===== src/rtl/interval_counter_if.sv =====
// Count output stream of interval_counter: value with a stb/ack handshake.
interface interval_counter_if #(
    parameter int unsigned WIDTH = 16
);
    logic [WIDTH-1:0] output_count;
    logic             output_count_stb;
    logic             output_count_ack;

    modport master (
        output output_count,
        output output_count_stb,
        input  output_count_ack
    );

    modport slave (
        input  output_count,
        input  output_count_stb,
        output output_count_ack
    );
endinterface


===== src/rtl/interval_counter.sv =====
// Prescaled tick counter with wrap, clear, enable and a stb/ack output stream
// that keeps only the latest value under backpressure and flags skipped values.
module interval_counter #(
    parameter int unsigned WIDTH   = 16,
    parameter int unsigned DIVISOR = 50000000,
    parameter int unsigned WRAP    = 65535
) (
    input  logic                clk,
    input  logic                rst,
    input  logic                enable,
    input  logic                clear,
    interval_counter_if.master  bus,
    output logic                overrun,
    output logic [WIDTH-1:0]    count_value
);

    localparam int unsigned      PW         = $clog2(DIVISOR + 1);
    localparam logic [PW-1:0]    PRESC_LAST = PW'(DIVISOR - 1);
    localparam logic [WIDTH-1:0] WRAP_VAL   = WIDTH'(WRAP);

    if (DIVISOR < 1 || WRAP < 1 || (WIDTH < 32 && WRAP > ((32'd1 << WIDTH) - 32'd1))) begin : g_bad_params
        $error("interval_counter: DIVISOR must be >= 1 and WRAP must fit in 1..2^WIDTH-1");
    end

    typedef enum logic {
        S_IDLE,
        S_PRESENT
    } state_e;

    state_e           state_q, state_d;
    logic [PW-1:0]    presc_q, presc_d;
    logic [WIDTH-1:0] count_q, count_d;
    logic [WIDTH-1:0] out_q, out_d;
    logic             stb_q, stb_d;
    logic             pending_q, pending_d;
    logic             overrun_q, overrun_d;
    logic             tick_c;
    logic             xfer_c;

    // Tick is suppressed by clear so a clearing cycle never produces a count.
    always_comb begin
        tick_c = enable && !clear && (presc_q == PRESC_LAST);
        xfer_c = stb_q && bus.output_count_ack;
    end

    // Prescaler and wrapping counter.
    always_comb begin
        presc_d = presc_q;
        count_d = count_q;
        if (clear) begin
            presc_d = '0;
            count_d = '0;
        end else if (enable) begin
            presc_d = (presc_q == PRESC_LAST) ? '0 : presc_q + PW'(1);
            if (tick_c) begin
                count_d = (count_q == WRAP_VAL) ? '0 : count_q + WIDTH'(1);
            end
        end
    end

    // Output stream FSM; count_d is the latest value, including a same-cycle tick.
    always_comb begin
        state_d   = state_q;
        out_d     = out_q;
        stb_d     = stb_q;
        pending_d = pending_q;
        overrun_d = overrun_q;

        unique case (state_q)
            S_IDLE: begin
                if (tick_c) begin
                    out_d   = count_d;
                    stb_d   = 1'b1;
                    state_d = S_PRESENT;
                end
            end
            S_PRESENT: begin
                if (xfer_c) begin
                    pending_d = 1'b0;
                    if ((pending_q && !clear) || tick_c) begin
                        out_d = count_d;
                    end else begin
                        stb_d   = 1'b0;
                        state_d = S_IDLE;
                    end
                end else if (tick_c) begin
                    if (pending_q) begin
                        overrun_d = 1'b1;
                    end
                    pending_d = 1'b1;
                end
            end
            default: begin
                state_d = S_IDLE;
                stb_d   = 1'b0;
            end
        endcase

        // Clear never aborts a presentation in flight, only the bookkeeping.
        if (clear) begin
            pending_d = 1'b0;
            overrun_d = 1'b0;
        end
    end

    always_ff @(posedge clk or posedge rst) begin
        if (rst) begin
            state_q   <= S_IDLE;
            presc_q   <= '0;
            count_q   <= '0;
            out_q     <= '0;
            stb_q     <= 1'b0;
            pending_q <= 1'b0;
            overrun_q <= 1'b0;
        end else begin
            state_q   <= state_d;
            presc_q   <= presc_d;
            count_q   <= count_d;
            out_q     <= out_d;
            stb_q     <= stb_d;
            pending_q <= pending_d;
            overrun_q <= overrun_d;
        end
    end

    assign bus.output_count     = out_q;
    assign bus.output_count_stb = stb_q;
    assign overrun              = overrun_q;
    assign count_value          = count_q;

endmodule

===== src/flat_wrapper.sv =====
// flat-port wrapper written by rule: the top's interface ports become plain ports
module interval_counter_flat 
#(
    parameter int unsigned WIDTH   = 16,
    parameter int unsigned DIVISOR = 50000000,
    parameter int unsigned WRAP    = 65535
)
  (clk, rst, enable, clear, overrun, count_value, bus_output_count, bus_output_count_stb, bus_output_count_ack);
  interval_counter_if #(.WIDTH(WIDTH)) bus_i ();
  input  logic clk;
  input  logic rst;
  input  logic enable;
  input  logic clear;
  output logic overrun;
  output logic [WIDTH-1:0] count_value;
  output wire logic [$bits(bus_i.output_count)-1:0] bus_output_count;
  output wire logic [$bits(bus_i.output_count_stb)-1:0] bus_output_count_stb;
  input wire logic [$bits(bus_i.output_count_ack)-1:0] bus_output_count_ack;
  assign bus_output_count = bus_i.output_count;
  assign bus_output_count_stb = bus_i.output_count_stb;
  assign bus_i.output_count_ack = bus_output_count_ack;
  interval_counter #(.WIDTH(WIDTH), .DIVISOR(DIVISOR), .WRAP(WRAP)) u_core (.clk(clk), .rst(rst), .enable(enable), .clear(clear), .bus(bus_i), .overrun(overrun), .count_value(count_value));
endmodule

===== config.mk =====
export PLATFORM = sky130hd
export DESIGN_NAME = interval_counter_flat
export DESIGN_NICKNAME = d
export VERILOG_FILES = /design/src/rtl/interval_counter_if.sv /design/src/rtl/interval_counter.sv /design/src/flat_wrapper.sv
export SDC_FILE = /design/constraint.sdc
export NUM_CORES = 1
export LEC_CHECK = 0
export BUFFER_PORTS_ARGS = -buffer_cell sky130_fd_sc_hd__buf_2
export CAP_MARGIN = 20
export CORE_AREA = 8 8 95 97
export DETAILED_ROUTE_END_ITERATION = 16
export DIE_AREA = 0 0 103 105
export HOLD_SLACK_MARGIN = 0.05
export PLACE_DENSITY_LB_ADDON = 0.15
export SYNTH_ARGS = -nofsm -noshare
export SYNTH_HDL_FRONTEND = slang
export SYNTH_SLANG_ARGS = --single-unit

===== constraint.sdc =====
create_clock -name clk -period 2.8 [get_ports clk]
set_input_delay 0.84 -clock clk [delete_from_list [all_inputs] [get_ports clk]]
set_output_delay 0.84 -clock clk [all_outputs]
set_load 0.02 [all_outputs]

==> insert_results.sql, run 1 <==
INSERT INTO impl_metrics (metric_group, metric, value, unit) VALUES
('outcome', 'status', 'complete, no violations', ''),
('power', 'cellLeakagePower', '1.68', 'nW'),
('clocking', 'clk_pin_slew', '0.07', 'ns'),
('placement', 'place.port_buffers', '38', ''),
('clocking', 'clock_sinks', '62', ''),
('clocking', 'ctsHoldBuffers', '0', ''),
('grt', 'grt_max_degree', '63', ''),
('grt', 'antenna_found_initial', '0', ''),
('clocking', 'cts_resized', '0', ''),
('power', 'peakVddDrop', '0.322', 'mV'),
('drt', 'antenna_violating_nets_post_route', '0', ''),
('drt', 'dr.pass1.iters', '4', ''),
('logic_synthesis', 'yosysWarningCount', '0', ''),
('flow_run', 'maxCapViolCount', '0', ''),
('placement', 'place.detailed.hpwl', '5860', 'microns'),
('setup_path', 'timing.critical_path.required', '3.03', 'ns'),
('die', 'pin_count', '39', ''),
('sta', 'min_period_over_period', '0.943', ''),
('logic_synthesis', 'postSynthCellCount', '354', ''),
('die', 'overall_die_area', '10800', 'sq um'),
('sta', 'layout_min_cycle_time', '2.64', 'ns'),
('setup_path', 'cpLargestDelayFamily', 'simple AND/OR/NAND/NOR gates', ''),
('clocking', 'cts.root.buffer_cell', 'sky130_fd_sc_hd__clkbuf_8', ''),
('setup_path', 'worstPathCellList', 'or4b_1 > or4_1 > o21a_2 > nor2_4 > mux2_2', ''),
('sta', 'finalSetupViolations', '0', ''),
('logic_synthesis', 'syn-cell-area', '3310', 'sq um'),
('final_layout', 'fillCellCount', '746', ''),
('die', 'core-area', '7530', 'sq um'),
('drt', 'drc', '0', ''),
('setup_path', 'critPathCaptureType', 'flop', ''),
('sta', 'fmax', '0.379', 'GHz'),
('die', 'row_count', '32', ''),
('die', 'initial_utilization', '0.440', ''),
('clocking', 'numCtsBuffers', '9', ''),
('final_layout', 'area_delta_synth_final', '18.4', '%'),
('clocking', 'clk_latency', '0.34', 'ns'),
('logic_synthesis', 'synth-main-ff-cell', 'sky130_fd_sc_hd__dfrtp_1', ''),
('clocking', 'cts_tree', 'built', ''),
('logic_synthesis', 'ys_seq_elements', '62', ''),
('die', 'floorplan.die.height', '105', 'microns'),
('drt', 'viasPerCell', '5.83', ''),
('clocking', 'cts.path.max_buffers', '2', ''),
('setup_path', 'cp_slowest_cell', 'sky130_fd_sc_hd__or4_1', ''),
('final_layout', 'finalCoreUtilization', '0.521', ''),
('grt', 'grt-ovfl-total', '0', ''),
('logic_synthesis', 'synth-seq-area-share', '0.469', ''),
('logic_synthesis', 'asyncSetResetFlopFracSynth', '1.00', ''),
('sta', 'timing_worst_slew_pin_value', '0.634', 'ns'),
('setup_path', 'startpoint_type', 'flop', ''),
('setup_path', 'critical_path_arrival', '2.87', 'ns'),
('sta', 'finClkSkew', '0.00757', 'ns'),
('logic_synthesis', 'post_synth_num_cell_types', '54', ''),
('final_layout', 'instances_no_fill', '508', ''),
('placement', 'numPlacedInstances', '492', ''),
('setup_path', 'critPathMaxStageDelay', '0.67', 'ns'),
('setup_path', 'timing_worst_setup_path_type', 'flop to flop', ''),
('final_layout', 'diodes', '0', ''),
('placement', 'routabilityCongestion', '0.841', ''),
('grt', 'grt_pass1_wl', '14500', 'microns'),
('setup_path', 'highest_net_fanout_along_the_worst_path', '10', ''),
('sta', 'tns', '0', 'ns'),
('sta', 'slew-limit-headroom', '0.574', ''),
('drt', 'detail_route.wl_per_cell', '16.7', 'microns'),
('drt', 'vias', '2964', ''),
('grt', 'first_global_vias', '2895', ''),
('drt', 'drt-total-wl', '8480', 'microns'),
('clocking', 'post_cts.repair.setup_buffers', '0', ''),
('sta', 'rsz0062_at_grt', 'no', ''),
('final_layout', 'layout.cell_area.non_filler', '3920', 'sq um'),
('placement', 'post_dp_cell_area', '3690', 'sq um'),
('logic_synthesis', 'synth_fp_nets', '361', '');
stage by stage:
step,setup WS (ns),hold WS (ns),total power [mW]
after floorplan,0.333,0.457,0.969
after global placement,0.221,0.486,0.995
after detailed placement,0.183,0.486,0.997
after CTS,0.155,0.500,1.92
after global routing,0.0770,0.519,1.97
final,0.159,0.495,1.89
state kept, by name, indices dropped and copies added (netlist names):
signal	cells
u_core.state_q	1
u_core.count_value	16
u_core.bus.output_count_stb	1
u_core.pending_q	1
u_core.overrun	1
u_core.presc_q	26
u_core.bus.output_count	16
power by group:
part | switching [mW] | internal (mW) | leakage (nW) | total [mW]
logic | 0.0518 | 0.0221 | 0.710 | 0.0739
registers | 0.00597 | 0.898 | 0.865 | 0.904
clock network | 0.383 | 0.532 | 0.110 | 0.915
total | 0.441 | 1.45 | 1.68 | 1.89
kinds of logic after synthesis:
logic type	after synthesis	synth area share
DFF	62	0.469
adders and majority gates	2	0.00756
xor gates and xnor gates	14	0.0371
and+or+nand+nor	152	0.252
buffers and inverters	23	0.0276
AOI/OAI and AO/OA	87	0.163
muxes	14	0.0435
Yosys cell counts, drive strengths merged, types with 4 or more instances:
master / instances / share of area
a21oi: 23 / 0.035
a22o: 8 / 0.021
a31oi: 11 / 0.021
and3: 5 / 0.0095
and4: 4 / 0.011
clkbuf: 14 / 0.016
dfrtp: 62 / 0.47
inv: 7 / 0.0079
mux2i: 11 / 0.033
nand2: 27 / 0.031
nand3: 28 / 0.042
nand4: 18 / 0.034
nor2: 28 / 0.035
nor3: 9 / 0.014
nor4: 7 / 0.017
o21ai: 27 / 0.042
or4: 5 / 0.012
xnor2: 7 / 0.019
xor2: 7 / 0.019
metal layers:
layer  wire (microns)  up-vias  track usage
met2             4140       72        0.270
met4              101        0       0.0589
met3              461       10       0.0425
li1                 -     1419            -
met1             3770     1463        0.207
met5                0        -            0
final timing paths:
check,from,end,slack [ns],cells past startpoint
setup reg to reg,u_core.presc_q[7],u_core.bus.output_count[1],0.16,5
max in group asynchronous,rst,u_core.bus.output_count[7],1.97,3
hold / removal,u_core.presc_q[23],u_core.presc_q[23],0.50,1
hold reg to reg,u_core.presc_q[23],u_core.presc_q[23],0.50,1
min in group asynchronous,rst,u_core.bus.output_count[0],0.55,3
setup / recovery,u_core.presc_q[7],u_core.bus.output_count[1],0.16,5
final cells by class:
type,instances,area [sq um],share of cell area
flip-flops and latches,62,1550,0.396
clock inverters,6,92.6,0.0236
clock buffers,10,138,0.0351
multi-input cells,269,1680,0.428
inverters,7,26.3,0.00670
repair buffers,52,308,0.0785
well taps,102,128,0.0326
(Power assumes the default switching activity.)
==> inputs of run 2 (changes only) <==
- CORE_AREA: 8 8 95 97 -> 8 8 86 107
- DIE_AREA: 0 0 103 105 -> 0 0 94 115
==> insert_results.sql, run 2 (same netlist as run 1, synthesis figures left out) <==
INSERT INTO impl_metrics (metric_group, metric, value, unit) VALUES
('clocking', 'clk_pin_slew', '0.07', 'ns'),
('setup_path', 'reg2reg_slack', '0.14', 'ns'),
('drt', 'detail_route.wl_per_cell', '17.5', 'microns'),
('die', 'pin_count', '39', ''),
('placement', 'place.detailed.hpwl', '6130', 'microns'),
('grt', 'global_route.usage.total', '0.169', ''),
('die', 'overall_die_area', '10800', 'sq um'),
('sta', 'final_max_slew_viols', '0', ''),
('drt', 'vias', '2955', ''),
('drt', 'detail_route.iter0.violations', '136', ''),
('grt', 'first_global_vias', '2932', ''),
('final_layout', 'finalNetCount', '409', ''),
('drt', 'viasPerCell', '5.90', ''),
('final_layout', 'fraction_of_final_layout_cells_with_drive_strength_greater_than_1', '0.214', ''),
('power', 'sw_frac', '0.223', ''),
('final_layout', 'largest_register_ffs', '26', ''),
('placement', 'post_dp_cell_area', '3690', 'sq um'),
('grt', 'antenna_found_initial', '0', ''),
('die', 'floorplan.die.height', '115', 'microns'),
('drt', 'antenna_violating_nets_post_route', '0', ''),
('worst_hold_path', 'tightest_hold_check_type', 'flop to flop', ''),
('final_layout', 'diodes', '0', ''),
('setup_path', 'critPathCaptureType', 'flop', ''),
('setup_path', 'worstPathCellList', 'or4b_1 > or4_1 > o21a_2 > nor2_4 > mux2_2', ''),
('setup_path', 'critical_path_arrival', '2.88', 'ns'),
('sta', 'timing_worst_slew_pin_value', '0.576', 'ns'),
('power', 'peakVddDrop', '0.259', 'mV'),
('die', 'core-area', '7570', 'sq um'),
('power', 'pwr_density_cell', '482', 'nW/um^2'),
('power', 'cellLeakagePower', '1.70', 'nW'),
('die', 'floorplan.die.width', '94', 'microns'),
('setup_path', 'cp_slowest_cell', 'sky130_fd_sc_hd__or4_1', ''),
('clocking', 'post_cts.repair.setup_buffers', '0', ''),
('final_layout', 'largest-register', 'u_core.presc_q', ''),
('flow_run', 'maxCapViolCount', '0', ''),
('sta', 'tns', '0', 'ns'),
('placement', 'routabilityCongestion', '0.857', ''),
('clocking', 'cts.htree.levels', '3', ''),
('clocking', 'cts_resized', '0', ''),
('sta', 'min_period_over_period', '0.949', ''),
('setup_path', 'critPathMaxStageDelay', '0.67', 'ns'),
('placement', 'place.port_buffers', '38', ''),
('power', 'p_int', '1.46', 'mW'),
('grt', 'grt_max_degree', '63', ''),
('clocking', 'clk_latency', '0.34', 'ns'),
('die', 'row_count', '36', ''),
('setup_path', 'timing_worst_setup_path_type', 'flop to flop', ''),
('power', 'comb_power_share', '0.039', ''),
('sta', 'fin_ws', '0.142', 'ns'),
('drt', 'drc', '0', ''),
('final_layout', 'layout.cell_area.non_filler', '3910', 'sq um'),
('setup_path', 'highest_net_fanout_along_the_worst_path', '10', ''),
('setup_path', 'startpoint_type', 'flop', ''),
('sta', 'hold_violations', '0', ''),
('clocking', 'cts_tree', 'built', ''),
('placement', 'post-place-ws', '0.159', 'ns'),
('clocking', 'ctsHoldBuffers', '0', ''),
('sta', 'slew-limit-headroom', '0.614', ''),
('clocking', 'numCtsBuffers', '9', ''),
('sta', 'fmax', '0.376', 'GHz'),
('sta', 'rsz0062_at_grt', 'no', ''),
('clocking', 'cts.root.buffer_cell', 'sky130_fd_sc_hd__clkbuf_8', ''),
('power', 'seq_power_share', '0.480', ''),
('grt', 'grt-ovfl-total', '0', ''),
('sta', 'finalSetupViolations', '0', ''),
('grt', 'grt_pass1_wl', '14500', 'microns'),
('clocking', 'cts.path.max_buffers', '2', ''),
('die', 'initial_utilization', '0.437', ''),
('final_layout', 'layout.cells.most_common', 'sky130_fd_sc_hd__dfrtp_1', ''),
('sta', 'fin_hold_ws', '0.497', 'ns'),
('power', 'switching_power_of_the_nets', '0.419', 'mW'),
('final_layout', 'final_cell_mix', 'sky130_fd_sc_hd__dfrtp_1 (62), sky130_fd_sc_hd__buf_2 (38), sky130_fd_sc_hd__nand3_1 (28)', ''),
('final_layout', 'area_delta_synth_final', '18.1', '%'),
('sta', 'layout_min_cycle_time', '2.66', 'ns'),
('drt', 'drt-total-wl', '8780', 'microns'),
('sta', 'finClkSkew', '0.00794', 'ns'),
('drt', 'dr.pass1.iters', '5', ''),
('outcome', 'status', 'complete, no violations', ''),
('setup_path', 'timing.critical_path.required', '3.02', 'ns'),
('clocking', 'clock_sinks', '62', ''),
('power', 'power_frac_clock', '0.480', '');
-- run 2: cell count changes in the layout (fill, tap and decap cells not counted) --
cell / before / now
sky130_fd_sc_hd__clkinv_2: 0 / 2
sky130_fd_sc_hd__clkinvlp_4: 2 / 0
sky130_fd_sc_hd__inv_6: 2 / 0
sky130_fd_sc_hd__buf_4: 13 / 14
sky130_fd_sc_hd__clkbuf_8: 10 / 11
-- run 2: metal layers --
| metal | share of wire | GRT usage | vias up |
|---|---|---|---|
| met5 | 0 | 0 | - |
| met4 | 0.025 | 0.0732 | 0 |
| met3 | 0.052 | 0.0444 | 16 |
| met2 | 0.51 | 0.294 | 78 |
| met1 | 0.42 | 0.190 | 1443 |
| li1 | - | - | 1418 |
-- run 2: metrics by stage --
step | cells | power, mW | util
6_report | 501 | 1.88 | 0.517
5_1_grt | 501 | 1.96 | 0.517
2_1_floorplan | 354 | 0.969 | -
3_5_place_dp | 486 | 0.998 | 0.487
4_1_cts | 501 | 1.91 | 0.517
3_3_place_gp | 486 | 0.996 | 0.487
-- run 2: path summary, 6_finish.rpt --
path / from / endpoint / cells past startpoint
min in group asynchronous: rst / u_core.bus.output_count[2] / 3
max: u_core.presc_q[7] / u_core.bus.output_count[1] / 5
min reg2reg: u_core.presc_q[22] / u_core.presc_q[22] / 1
max in group asynchronous: rst / u_core.count_value[11] / 3
max reg2reg: u_core.presc_q[7] / u_core.bus.output_count[1] / 5
min: u_core.presc_q[22] / u_core.presc_q[22] / 1
-- run 2: final cells by class --
class	count	area (sq um)
tap	95	119
inverter	7	26.3
clock buffer	11	151
sequential	62	1550
timing repair buffer	53	315
clock inverter	4	70.1
multi-input combinational	269	1680
fill	718	3660
-- run 2: critical path: cells and delay by family, from the launching register on --
kind	cells	cell delay [ns]
DFF	1	0.44
AOI/OAI and AO/OA	1	0.36
muxes	1	0.36
and+or+nand+nor	3	1.38
-- run 2: power groups by stage --
stage | combinational, mW | sequential [mW] | clock, mW
2_1_floorplan | 0.0475 | 0.922 | 0
3_5_place_dp | 0.0762 | 0.922 | 0
3_3_place_gp | 0.0746 | 0.921 | 0
6_report | 0.0739 | 0.904 | 0.904
4_1_cts | 0.0763 | 0.904 | 0.926
5_1_grt | 0.0843 | 0.905 | 0.967
==> inputs of run 3 (changes only) <==
- ABC_CLOCK_PERIOD_IN_PS: unset -> 2800
- RECOVER_POWER: unset -> 100
==> insert_results.sql, run 3 (same netlist as run 1, synthesis figures left out) <==
INSERT INTO impl_metrics (metric_group, metric, value, unit) VALUES
('grt', 'grt_pass1_wl', '14500', 'microns'),
('setup_path', 'critical_path_arrival', '2.90', 'ns'),
('setup_path', 'reg2reg_slack', '0.15', 'ns'),
('sta', 'slew-limit-headroom', '-0.0448', ''),
('setup_path', 'critPathCaptureType', 'flop', ''),
('drt', 'viasPerCell', '5.98', ''),
('final_layout', 'largest_register_ffs', '26', ''),
('clocking', 'post_cts.repair.setup_buffers', '0', ''),
('clocking', 'ctsHoldBuffers', '0', ''),
('placement', 'routabilityCongestion', '0.857', ''),
('clocking', 'cts.root.buffer_cell', 'sky130_fd_sc_hd__clkbuf_8', ''),
('worst_hold_path', 'tightest_hold_check_type', 'flop to flop', ''),
('placement', 'post-place-ws', '0.159', 'ns'),
('worst_hold_path', 'hold_start', 'u_core.presc_q[23]', ''),
('drt', 'vias', '2997', ''),
('grt', 'global_route.usage.total', '0.169', ''),
('die', 'initial_utilization', '0.437', ''),
('final_layout', 'area_delta_synth_final', '15.2', '%'),
('clocking', 'numCtsBuffers', '9', ''),
('setup_path', 'startpoint_type', 'flop', ''),
('clocking', 'cts.htree.levels', '3', ''),
('sta', 'tns', '0', 'ns'),
('clocking', 'clock_sinks', '62', ''),
('die', 'overall_die_area', '10800', 'sq um'),
('setup_path', 'critPathLaunch', 'u_core.presc_q[7]', ''),
('die', 'core-area', '7570', 'sq um'),
('drt', 'dr.pass1.iters', '4', ''),
('sta', 'finClkSkew', '0.00775', 'ns'),
('setup_path', 'timing_worst_setup_path_type', 'flop to flop', ''),
('grt', 'grt_max_degree', '63', ''),
('die', 'floorplan.die.width', '94', 'microns'),
('final_layout', 'layout.cells.most_common', 'sky130_fd_sc_hd__dfrtp_1', ''),
('grt', 'antenna_found_initial', '0', ''),
('grt', 'grt-ovfl-total', '0', ''),
('drt', 'antenna_violating_nets_post_route', '0', ''),
('die', 'floorplan.die.height', '115', 'microns'),
('final_layout', 'final_cell_mix', 'sky130_fd_sc_hd__dfrtp_1 (62), sky130_fd_sc_hd__clkbuf_1 (37), sky130_fd_sc_hd__nand3_1 (28)', ''),
('placement', 'place.detailed.hpwl', '6130', 'microns'),
('drt', 'detail_route.wl_per_cell', '17.7', 'microns'),
('power', 'peakVddDrop', '0.258', 'mV'),
('power', 'pwr_density_cell', '494', 'nW/um^2'),
('flow_run', 'maxCapViolCount', '1', ''),
('final_layout', 'fraction_of_final_layout_cells_with_drive_strength_greater_than_1', '0.106', ''),
('clocking', 'clk_pin_slew', '0.07', 'ns'),
('final_layout', 'fillCellCount', '754', ''),
('drt', 'drc', '0', ''),
('clocking', 'clk_latency', '0.34', 'ns'),
('clocking', 'cts_tree', 'built', ''),
('outcome', 'status', 'finished, violations left', ''),
('power', 'cellLeakagePower', '1.53', 'nW'),
('setup_path', 'highest_net_fanout_along_the_worst_path', '7', ''),
('sta', 'timing_worst_slew_pin_value', '1.57', 'ns'),
('sta', 'layout_min_cycle_time', '2.65', 'ns'),
('placement', 'place.port_buffers', '38', ''),
('sta', 'hold_violations', '0', ''),
('sta', 'fmax', '0.378', 'GHz'),
('setup_path', 'reg2reg_from', 'u_core.presc_q[7]', ''),
('sta', 'fin_ws', '0.153', 'ns'),
('setup_path', 'timing.critical_path.required', '3.06', 'ns'),
('final_layout', 'finalNetCount', '409', ''),
('clocking', 'cts.path.max_buffers', '2', ''),
('clocking', 'cts_resized', '0', ''),
('outcome', 'failed_checks', 'capacitance limit, slew limit', ''),
('sta', 'finalSetupViolations', '0', ''),
('final_layout', 'largest-register', 'u_core.presc_q', ''),
('die', 'row_count', '36', ''),
('sta', 'min_period_over_period', '0.945', ''),
('drt', 'drt-total-wl', '8870', 'microns'),
('final_layout', 'diodes', '0', ''),
('sta', 'rsz0062_at_grt', 'no', ''),
('grt', 'first_global_vias', '2932', ''),
('die', 'pin_count', '39', ''),
('sta', 'final_max_slew_viols', '63', ''),
('drt', 'detail_route.iter0.violations', '121', '');
## run 3: cell types whose count changed in the layout (fill, tap and decap cells not counted), moves of 2 or more
cell | before | now
sky130_fd_sc_hd__buf_4 | 14 | 10
sky130_fd_sc_hd__nor4_2 | 3 | 1
sky130_fd_sc_hd__o21ai_0 | 23 | 26
sky130_fd_sc_hd__nor4_1 | 4 | 6
sky130_fd_sc_hd__o21ai_1 | 3 | 0
sky130_fd_sc_hd__clkbuf_1 | 0 | 37
sky130_fd_sc_hd__clkbuf_2 | 0 | 2
sky130_fd_sc_hd__buf_2 | 38 | 4
## run 3: through the flow
step	total power, mW	utilization	cells	hold slack, ns	cell area (sq um)
global placement	0.996	0.487	486	0.472	3690
detailed placement	0.998	0.487	486	0.480	3690
global route	1.95	0.504	501	0.509	3810
finish	1.89	0.504	501	0.484	3810
floorplan	0.969	-	354	0.457	3310
CTS	1.91	0.517	501	0.489	3910
## run 3: metal layers
layer | track usage | up-vias | part of all wire
met3 | 0.0444 | 18 | 0.060
met2 | 0.294 | 86 | 0.51
li1 | - | 1423 | -
met1 | 0.190 | 1470 | 0.41
met4 | 0.0732 | 0 | 0.024
met5 | 0 | - | 0
## run 3: worst max-delay path: stages (launching register included)
cell and delay (ns):
sky130_fd_sc_hd__dfrtp_1 0.45, sky130_fd_sc_hd__or4b_1 0.52, sky130_fd_sc_hd__or4_1 0.64, sky130_fd_sc_hd__nor2_1 0.47, sky130_fd_sc_hd__a41oi_1 0.22, sky130_fd_sc_hd__o31ai_1 0.25
## run 3: path summary, 6_finish.rpt
kind,to,cells past startpoint
max,u_core.bus.output_count[15],5
min,u_core.presc_q[23],1
max reg2reg,u_core.bus.output_count[15],5
min reg2reg,u_core.presc_q[23],1
max in group asynchronous,u_core.presc_q[10],3
min in group asynchronous,u_core.bus.output_count[2],3
## run 3: cell type report
class                      count  area (sq um)  share of cell area
clock inverter                 4          70.1              0.0184
inverter                       7          26.3             0.00689
sequential                    62          1550               0.407
clock buffer                  11           151              0.0397
tap                           95           119              0.0312
timing repair buffer          53           244              0.0640
multi-input combinational    269          1650               0.433
## run 3: power breakdown
group	internal [mW]	total (mW)	switching (mW)
logic	0.0188	0.0699	0.0511
clock network	0.542	0.911	0.369
registers	0.899	0.904	0.00553
